==> config.mk <==
export PLATFORM = sky130hd
export DESIGN_NAME = lagd_fifo_reader_flat
export DESIGN_NICKNAME = d
export VERILOG_FILES = /design/src/rtl/lagd_fifo_reader_pkg.sv /design/src/rtl/lagd_fifo_reader_if.sv /design/src/rtl/lagd_fifo_reader_skid.sv /design/src/rtl/lagd_fifo_reader.sv /design/src/flat_wrapper.sv
export SDC_FILE = /design/constraint.sdc
export NUM_CORES = 1
export LEC_CHECK = 0
export ABC_CLOCK_PERIOD_IN_PS = 9300
export CAP_MARGIN = 25
export CORE_MARGIN = 2
export CORE_UTILIZATION = 48
export DETAILED_ROUTE_END_ITERATION = 16
export PLACE_DENSITY_LB_ADDON = 0.2
export SYNTH_ARGS = -nofsm -noshare
export SYNTH_HDL_FRONTEND = slang
export SYNTH_SLANG_ARGS = --single-unit
==> constraint.sdc <==
create_clock -name clk_i -period 9.3 [get_ports clk_i]
set_input_delay 1.395 -clock clk_i [delete_from_list [all_inputs] [get_ports clk_i]]
set_output_delay 1.395 -clock clk_i [all_outputs]
set_load 0.005 [all_outputs]
==> src/rtl/lagd_fifo_reader_pkg.sv <==
// rtl/lagd_fifo_reader_pkg.sv - shared types and constants for the flip-manager FIFO reader
package lagd_fifo_reader_pkg;

  typedef enum logic [1:0] {
    IDLE  = 2'd0,
    READ  = 2'd1,
    DRAIN = 2'd2,
    DONE  = 2'd3
  } reader_state_e;

  localparam int SKID_DEPTH      = 2;
  localparam int OCC_WIDTH       = $clog2(SKID_DEPTH + 1);
  localparam int STATS_CNT_WIDTH = 32;

  // Saturating increment for the statistics counters.
  function automatic logic [STATS_CNT_WIDTH-1:0] sat_inc(input logic [STATS_CNT_WIDTH-1:0] v);
    return (&v) ? v : v + STATS_CNT_WIDTH'(1);
  endfunction

endpackage

==> src/rtl/lagd_fifo_reader_if.sv <==
// rtl/lagd_fifo_reader_if.sv - FIFO read port and output stream bundle for lagd_fifo_reader
interface lagd_fifo_reader_if #(
  parameter int DATA_WIDTH = 32,
  parameter int ADDR_DEPTH = 3
);

  logic                  fifo_empty_i;
  logic [ADDR_DEPTH-1:0] fifo_usage_i;
  logic [DATA_WIDTH-1:0] fifo_data_i;
  logic                  fifo_pop_o;
  logic                  fifo_flush_o;
  logic                  out_valid_o;
  logic [DATA_WIDTH-1:0] out_data_o;
  logic                  out_ready_i;

  modport master (
    input  fifo_empty_i,
    input  fifo_usage_i,
    input  fifo_data_i,
    input  out_ready_i,
    output fifo_pop_o,
    output fifo_flush_o,
    output out_valid_o,
    output out_data_o
  );

  modport slave (
    output fifo_empty_i,
    output fifo_usage_i,
    output fifo_data_i,
    output out_ready_i,
    input  fifo_pop_o,
    input  fifo_flush_o,
    input  out_valid_o,
    input  out_data_o
  );

endinterface

==> src/rtl/lagd_fifo_reader_skid.sv <==
// rtl/lagd_fifo_reader_skid.sv - 2-entry valid/ready skid buffer (module lagd_skid_buf)
module lagd_skid_buf
  import lagd_fifo_reader_pkg::*;
#(
  parameter int DATA_WIDTH = 32
) (
  input  logic                  clk_i,
  input  logic                  rst_i,
  input  logic                  clear_i,
  input  logic                  push_i,
  input  logic [DATA_WIDTH-1:0] data_i,
  output logic [OCC_WIDTH-1:0]  occ_o,
  output logic                  valid_o,
  input  logic                  ready_i,
  output logic [DATA_WIDTH-1:0] data_o
);

  logic [DATA_WIDTH-1:0] mem_q [SKID_DEPTH];
  logic                  rd_ptr_q;
  logic                  wr_ptr_q;
  logic [OCC_WIDTH-1:0]  occ_q;
  logic                  take;

  assign valid_o = (occ_q != '0);
  assign take    = valid_o & ready_i;
  assign data_o  = mem_q[rd_ptr_q];
  assign occ_o   = occ_q;

  // The caller never pushes into a full buffer, so no overflow guard is needed here.
  always_ff @(posedge clk_i) begin
    if (rst_i) begin
      for (int i = 0; i < SKID_DEPTH; i++) begin
        mem_q[i] <= '0;
      end
      rd_ptr_q <= 1'b0;
      wr_ptr_q <= 1'b0;
      occ_q    <= '0;
    end else if (clear_i) begin
      rd_ptr_q <= 1'b0;
      wr_ptr_q <= 1'b0;
      occ_q    <= '0;
    end else begin
      if (push_i) begin
        mem_q[wr_ptr_q] <= data_i;
        wr_ptr_q        <= ~wr_ptr_q;
      end
      if (take) begin
        rd_ptr_q <= ~rd_ptr_q;
      end
      case ({push_i, take})
        2'b10:   occ_q <= occ_q + OCC_WIDTH'(1);
        2'b01:   occ_q <= occ_q - OCC_WIDTH'(1);
        default: occ_q <= occ_q;
      endcase
    end
  end

endmodule

==> src/rtl/lagd_fifo_reader.sv <==
// rtl/lagd_fifo_reader.sv - pop-side FIFO drain controller with skid-buffered output stream
// Optional statistics counters are built when LAGD_FIFO_READER_STATS_EN is defined.
module lagd_fifo_reader
  import lagd_fifo_reader_pkg::*;
#(
  parameter int DATA_WIDTH = 32,
  parameter int DEPTH      = 8,
  parameter int CNT_WIDTH  = 16,
  parameter int ADDR_DEPTH = (DEPTH > 1) ? $clog2(DEPTH) : 1
) (
  input  logic                       clk_i,
  input  logic                       rst_i,
  input  logic                       start_i,
  input  logic [CNT_WIDTH-1:0]       count_i,
  input  logic                       abort_i,
  output logic                       busy_o,
  output logic                       done_o,
`ifdef LAGD_FIFO_READER_STATS_EN
  output logic [STATS_CNT_WIDTH-1:0] stall_cnt_o,
  output logic [STATS_CNT_WIDTH-1:0] underrun_cnt_o,
`endif
  lagd_fifo_reader_if.master         bus
);

  reader_state_e         state_q, state_d;
  logic [CNT_WIDTH-1:0]  rem_q, rem_d;
  logic                  flush_q;
  logic [OCC_WIDTH-1:0]  occ;
  logic [OCC_WIDTH-1:0]  occ_next;
  logic                  pop;
  logic                  handshake;
  logic                  abort_act;
  logic                  start_acc;
  logic [ADDR_DEPTH-1:0] unused_usage;

  assign unused_usage = bus.fifo_usage_i;

  assign abort_act = abort_i & (state_q != IDLE);
  assign start_acc = start_i & (state_q == IDLE);
  assign handshake = bus.out_valid_o & bus.out_ready_i;

  // Pop gating uses only registered occupancy, keeping out_ready_i off the pop path.
  assign pop = (state_q == READ) & ~abort_i & ~bus.fifo_empty_i &
               (rem_q != '0) & (occ < OCC_WIDTH'(SKID_DEPTH));

  assign occ_next = occ + OCC_WIDTH'(pop) - OCC_WIDTH'(handshake);

  always_comb begin
    state_d = state_q;
    rem_d   = rem_q;
    if (abort_act) begin
      state_d = IDLE;
      rem_d   = '0;
    end else begin
      case (state_q)
        IDLE: begin
          if (start_acc) begin
            if (count_i != '0) begin
              state_d = READ;
              rem_d   = count_i;
            end else begin
              state_d = DONE;
            end
          end
        end
        READ: begin
          if (pop) begin
            rem_d = rem_q - CNT_WIDTH'(1);
            if (rem_q == CNT_WIDTH'(1)) begin
              state_d = DRAIN;
            end
          end
        end
        // Looking at next occupancy lets DONE follow the last handshake directly.
        DRAIN: begin
          if (occ_next == '0) begin
            state_d = DONE;
          end
        end
        DONE:    state_d = IDLE;
        default: state_d = IDLE;
      endcase
    end
  end

  always_ff @(posedge clk_i) begin
    if (rst_i) begin
      state_q <= IDLE;
      rem_q   <= '0;
      flush_q <= 1'b0;
    end else begin
      state_q <= state_d;
      rem_q   <= rem_d;
      flush_q <= abort_act;
    end
  end

  assign busy_o           = (state_q != IDLE);
  assign done_o           = (state_q == DONE);
  assign bus.fifo_pop_o   = pop;
  assign bus.fifo_flush_o = flush_q;

  lagd_skid_buf #(
    .DATA_WIDTH (DATA_WIDTH)
  ) u_skid (
    .clk_i   (clk_i),
    .rst_i   (rst_i),
    .clear_i (abort_act),
    .push_i  (pop),
    .data_i  (bus.fifo_data_i),
    .occ_o   (occ),
    .valid_o (bus.out_valid_o),
    .ready_i (bus.out_ready_i),
    .data_o  (bus.out_data_o)
  );

`ifdef LAGD_FIFO_READER_STATS_EN
  logic [STATS_CNT_WIDTH-1:0] stall_q;
  logic [STATS_CNT_WIDTH-1:0] underrun_q;

  always_ff @(posedge clk_i) begin
    if (rst_i || start_acc) begin
      stall_q    <= '0;
      underrun_q <= '0;
    end else begin
      if (bus.out_valid_o && !bus.out_ready_i) begin
        stall_q <= sat_inc(stall_q);
      end
      if ((state_q == READ) && bus.fifo_empty_i && (rem_q != '0)) begin
        underrun_q <= sat_inc(underrun_q);
      end
    end
  end

  assign stall_cnt_o    = stall_q;
  assign underrun_cnt_o = underrun_q;
`endif

endmodule

==> src/flat_wrapper.sv <==
// flat-port wrapper written by rule: the top's interface ports become plain ports
module lagd_fifo_reader_flat import lagd_fifo_reader_pkg::*;
#(
  parameter int DATA_WIDTH = 32,
  parameter int DEPTH      = 8,
  parameter int CNT_WIDTH  = 16,
  parameter int ADDR_DEPTH = (DEPTH > 1) ? $clog2(DEPTH) : 1
)
  (clk_i, rst_i, start_i, count_i, abort_i, busy_o, done_o, bus_fifo_empty_i, bus_fifo_usage_i, bus_fifo_data_i, bus_out_ready_i, bus_fifo_pop_o, bus_fifo_flush_o, bus_out_valid_o, bus_out_data_o);
  lagd_fifo_reader_if #(.DATA_WIDTH(DATA_WIDTH), .ADDR_DEPTH(ADDR_DEPTH)) bus_i ();
  input  logic clk_i;
  input  logic rst_i;
  input  logic start_i;
  input  logic [CNT_WIDTH-1:0] count_i;
  input  logic abort_i;
  output logic busy_o;
  output logic done_o;
  input wire logic [$bits(bus_i.fifo_empty_i)-1:0] bus_fifo_empty_i;
  input wire logic [$bits(bus_i.fifo_usage_i)-1:0] bus_fifo_usage_i;
  input wire logic [$bits(bus_i.fifo_data_i)-1:0] bus_fifo_data_i;
  input wire logic [$bits(bus_i.out_ready_i)-1:0] bus_out_ready_i;
  output wire logic [$bits(bus_i.fifo_pop_o)-1:0] bus_fifo_pop_o;
  output wire logic [$bits(bus_i.fifo_flush_o)-1:0] bus_fifo_flush_o;
  output wire logic [$bits(bus_i.out_valid_o)-1:0] bus_out_valid_o;
  output wire logic [$bits(bus_i.out_data_o)-1:0] bus_out_data_o;
  assign bus_i.fifo_empty_i = bus_fifo_empty_i;
  assign bus_i.fifo_usage_i = bus_fifo_usage_i;
  assign bus_i.fifo_data_i = bus_fifo_data_i;
  assign bus_i.out_ready_i = bus_out_ready_i;
  assign bus_fifo_pop_o = bus_i.fifo_pop_o;
  assign bus_fifo_flush_o = bus_i.fifo_flush_o;
  assign bus_out_valid_o = bus_i.out_valid_o;
  assign bus_out_data_o = bus_i.out_data_o;
  lagd_fifo_reader #(.DATA_WIDTH(DATA_WIDTH), .DEPTH(DEPTH), .CNT_WIDTH(CNT_WIDTH), .ADDR_DEPTH(ADDR_DEPTH)) u_core (.clk_i(clk_i), .rst_i(rst_i), .start_i(start_i), .count_i(count_i), .abort_i(abort_i), .busy_o(busy_o), .done_o(done_o), .bus(bus_i));
endmodule
==> metrics.md <==
| Metric | Value |
|---|---|
| Nets@finish | `between 500 and 600` |
| Hold path start | `u_core.rem_q[11]$_SDFFE_PP0P_` |
| Pwr Total | `roughly 1.4 mW` |
| Syn Inst Count | `between 300 and 400` |
| Synth warnings | `0` |
| Top-area cell type share of the netlist area | `0.4307` |
| Post-route ant nets | `0` |
| Synth area leaders | `edfxtp_1, dfxtp_1, and2_1` |
| GPL Wtd Cong | `0.8219` |
| Sequential cell area | `2402 um2` |
| Post-Layout Cell Count | `between 500 and 600` |
| Final clock period utilization by the worst path | `0.4794` |
| Post-route cell area | `between 5000 and 6000 um2` |
| Clk root buf | `clkbuf_8` |
| Initial antenna violation count | `0` |
| VDD IR-drop max | `about 0.00011 V` |
| Worst R2R Setup Slack | `between 5000 and 6000 ps` |
| Slew Limit Fails | `0` |
| Grt peak-use layer | `met2` |
| Area grow syn2layout | `26.89%` |
| Port Buffers | `90` |
| Avg Vias per Cell | `~5.6` |
| Share of layout cells above drive strength 1 | `0.1417` |
| DRC viols | `0` |
| Met1 Track Usage GR | `0.2544` |
| Cell variety after synth | `49` |
| Post-CTS sizing | `0` |
| Core area | `9109 um2` |
| Gr usage total | `0.1973` |
| Cell total after placement | `575` |
| Post-Syn Area per Cell | `roughly 11 um2` |
| Fmax | `approximately 0.22 GHz` |
| Final Util | `0.6216` |
| DPL Wire Length | `6510 um` |
| Worst Hold Endpoint | `u_core.rem_q[11]$_SDFFE_PP0P_` |
| Routed vias | `roughly 3300` |
| Pwr dens | `239.1 nW/um2` |
| Die area | `approximately 10000 um2` |
| Die Height | `100.4 um` |
| Post-synth EDFFs | `64` |
| CTS tree | `done` |
| Worst skew pair latency | `roughly 360 ps` |
| Hold Crit Class | `flip-flop to flip-flop` |
| Worst Tran Pin Value | `1051 ps` |
| Setup violators final | `0` |
| Clk_skew | `15.44 ps` |
| Multi-input logic area | `slightly below 2000 um2` |
| Setup bufs post-CTS | `0` |
| Max-slew headroom | `0.2968` |
| Cts hold-fix bufs | `0` |
| Initial Util | `0.4898` |
| Cts bufs inserted | `9` |
| CTS H-tree lvls | `3` |
| Largest net degree at the start of global routing | `43` |
| Clock transition at the registers of the reported paths | `approximately 80 ps` |
| Final WL | `approximately 9700 um` |
| Worst setup EP type | `output pin` |
| Iter 0 DRT Violations | `between 150 and 200` |
| Final hold viol count | `0` |
| Chip Width | `about 100 um` |
| Setup TNS Final | `0 ps` |
| Worst EP required | `between 7000 and 8000 ps` |
| GR Util met3 | `0.03203` |
| Top-level I/O count | `between 90 and 100` |
| Crit-path cells | `clkdlybuf4s50_1 -> nor3_1 -> nand3b_2 -> inv_1 -> clkdlybuf4s50_1` |
| Wire length of the first global-routing pass | `between 15000 and 20000 um` |
| # diodes | `0` |
| WP buf/inv | `3` |
| # Max-Cap Violations | `0` |
| FFs w/ async S/R, synth | `0` |
| Wirelength per Cell | `~16 um` |
| Worst path most repeated cell | `clkdlybuf4s50_1` |
| Worst Reg-to-Reg Cells | `12` |
| Slowest library cell on the worst path | `clkdlybuf4s50_1` |
| Row cnt | `35` |
| Yosys top cell by area | `edfxtp_1` |
| Post-Syn Nets | `456` |
| Hold Path Depth | `1` |
| Dpl cell area | `~5500 um2` |
| Seq/Total Area, Yosys | `0.5384` |
| R2r endpoint | `u_core.state_q[0]$_SDFFE_PP0P_` |
| RSZ-0062 raised after global routing | `false` |
| Leak pwr | `about 2.1 nW` |
| CP peak stage delay | `approximately 500 ps` |
| Fillers | `~780` |
| Clock Path Buffers | `2` |
| Min Clock Period, post-route | `4458 ps` |
| WS Path Type | `input port to output pin` |
| Met2 GRT Util | `0.3351` |
| Mapped Area | `roughly 4500 um2` |
| DR pass1 iterations | `4` |
| CP Launch Type | `input port` |
| Delay-heaviest family, CP | `buffers and inverters` |
| Seq cells post-synth | `approximately 90` |
| R2R Path Start | `u_core.rem_q[0]$_SDFFE_PP0P_` |
| CTS sink cnt | `88` |
| WP data arrival | `slightly above 3000 ps` |
| Vias in the first global route | `3224` |
| Grt total ovfl | `0` |
| Top_reg_cell synth | `edfxtp_1` |
| Crit-path max FO | `6` |
| Worst setup startpoint | `abort_i` |
| Crit path depth | `5` |
| Outcome | `complete, no violations` |
## metrics by stage
step / setup slack, ps / hold WS [ps]
3_5_place_dp: 4834 / 477.8
6_report: 4842 / 499.9
4_1_cts: 4839 / 503.8
5_1_grt: 4737 / 522.1
3_3_place_gp: 4852 / 469.7
2_1_floorplan: 5941 / 452.1
## flip-flops by register name (all words and copies together), names as in the netlist, named ones only
signal / flops
u_core.u_skid.occ_o: 2
u_core.rem_q: 16
u_core.u_skid.wr_ptr_q: 1
u_core.bus.fifo_flush_o: 1
u_core.state_q: 2
u_core.u_skid.mem_q: 64
u_core.u_skid.rd_ptr_q: 1
## power by group
group | total (mW) | internal (mW) | switching (mW)
sequential | 0.517 | 0.474 | 0.0431
combinational | 0.569 | 0.256 | 0.313
clock | 0.268 | 0.126 | 0.142
## layer usage
metal | wire length [um] | vias up
li1 | - | 1600
met4 | 163 | 0
met1 | 4306 | 1582
met2 | 4778 | 102
met3 | 474 | 15
met5 | 0 | -
## cells in the mapped netlist, drive strengths merged (3+ instances only)
library cell  number
nor2              19
edfxtp            64
nor4               6
or3                5
a21oi              9
or2                5
xnor2              4
o41ai              3
nand3             18
mux2              33
and2              65
nand2b             9
dfxtp             24
clkbuf            14
buf                9
nor3              12
a31oi              4
inv               11
o21ai              8
nand2             11
a31o               4
ha                 8
mux2i              7
a32o               9
a211oi             3
or4                3
nand3b             6
## kinds of logic (layout without fill, tap and decap cells)
kind of cell	count (synthesis)	after routing	synth area share
AND/OR/NAND/NOR	164	164	0.2114
multiplexers	40	40	0.09899
flip-flops	88	88	0.5384
adder cells (fa/ha/maj)	8	8	0.02243
buffers and inverters	34	123	0.02973
XOR/XNOR	6	6	0.01178
AO/OA/AOI/OAI	51	51	0.08721
## cell type report
| class | count | area share |
|---|---|---|
| well taps | 111 | 0.02453 |
| clock buffers | 10 | 0.02254 |
| multi-input cells | 269 | 0.3421 |
| inverters | 11 | 0.007293 |
| repair buffers | 96 | 0.1671 |
| clock inverters | 6 | 0.01215 |
| flip-flops and latches | 88 | 0.4243 |
## cell usage in the layout (no fill, tap or decap), drive strengths merged, types with 2 or more instances in the layout
master / instances
a21oi: 9
or2: 5
xnor2: 4
o41ai: 3
dfxtp: 24
or3: 5
nor4: 6
o31ai: 2
clkdlybuf4s50: 90
nand2b: 9
nor2: 19
ha: 8
and2: 65
nand3b: 6
clkbuf: 10
a31o: 4
edfxtp: 64
mux2i: 7
or4: 3
a211oi: 3
a32o: 9
nand3: 18
clkinv: 3
nor3: 12
a31oi: 4
nand2: 11
buf: 6
xor2: 2
mux2: 33
inv: 12
o22ai: 2
o21ai: 8
## worst reg2reg max path, cell delays in order, from the launching register on
cell	delay (ps)
dfxtp_1	360
inv_1	90
ha_1	250
or4b_1	560
nor4_2	400
nand3b_2	290
ha_1	300
inv_1	70
ha_1	220
or3_1	350
nand3_1	140
nand3_1	100
a221oi_1	290
## worst max path at each step
stage / to / slack [ps]
5_1_grt: bus_fifo_pop_o / 4740
3_3_place_gp: bus_fifo_pop_o / 4850
4_1_cts: bus_fifo_pop_o / 4840
6_report: bus_fifo_pop_o / 4840
3_5_place_dp: bus_fifo_pop_o / 4830
2_1_floorplan: u_core.state_q[0]$_SDFFE_PP0P_ / 5940
(Power assumes the default switching activity.)
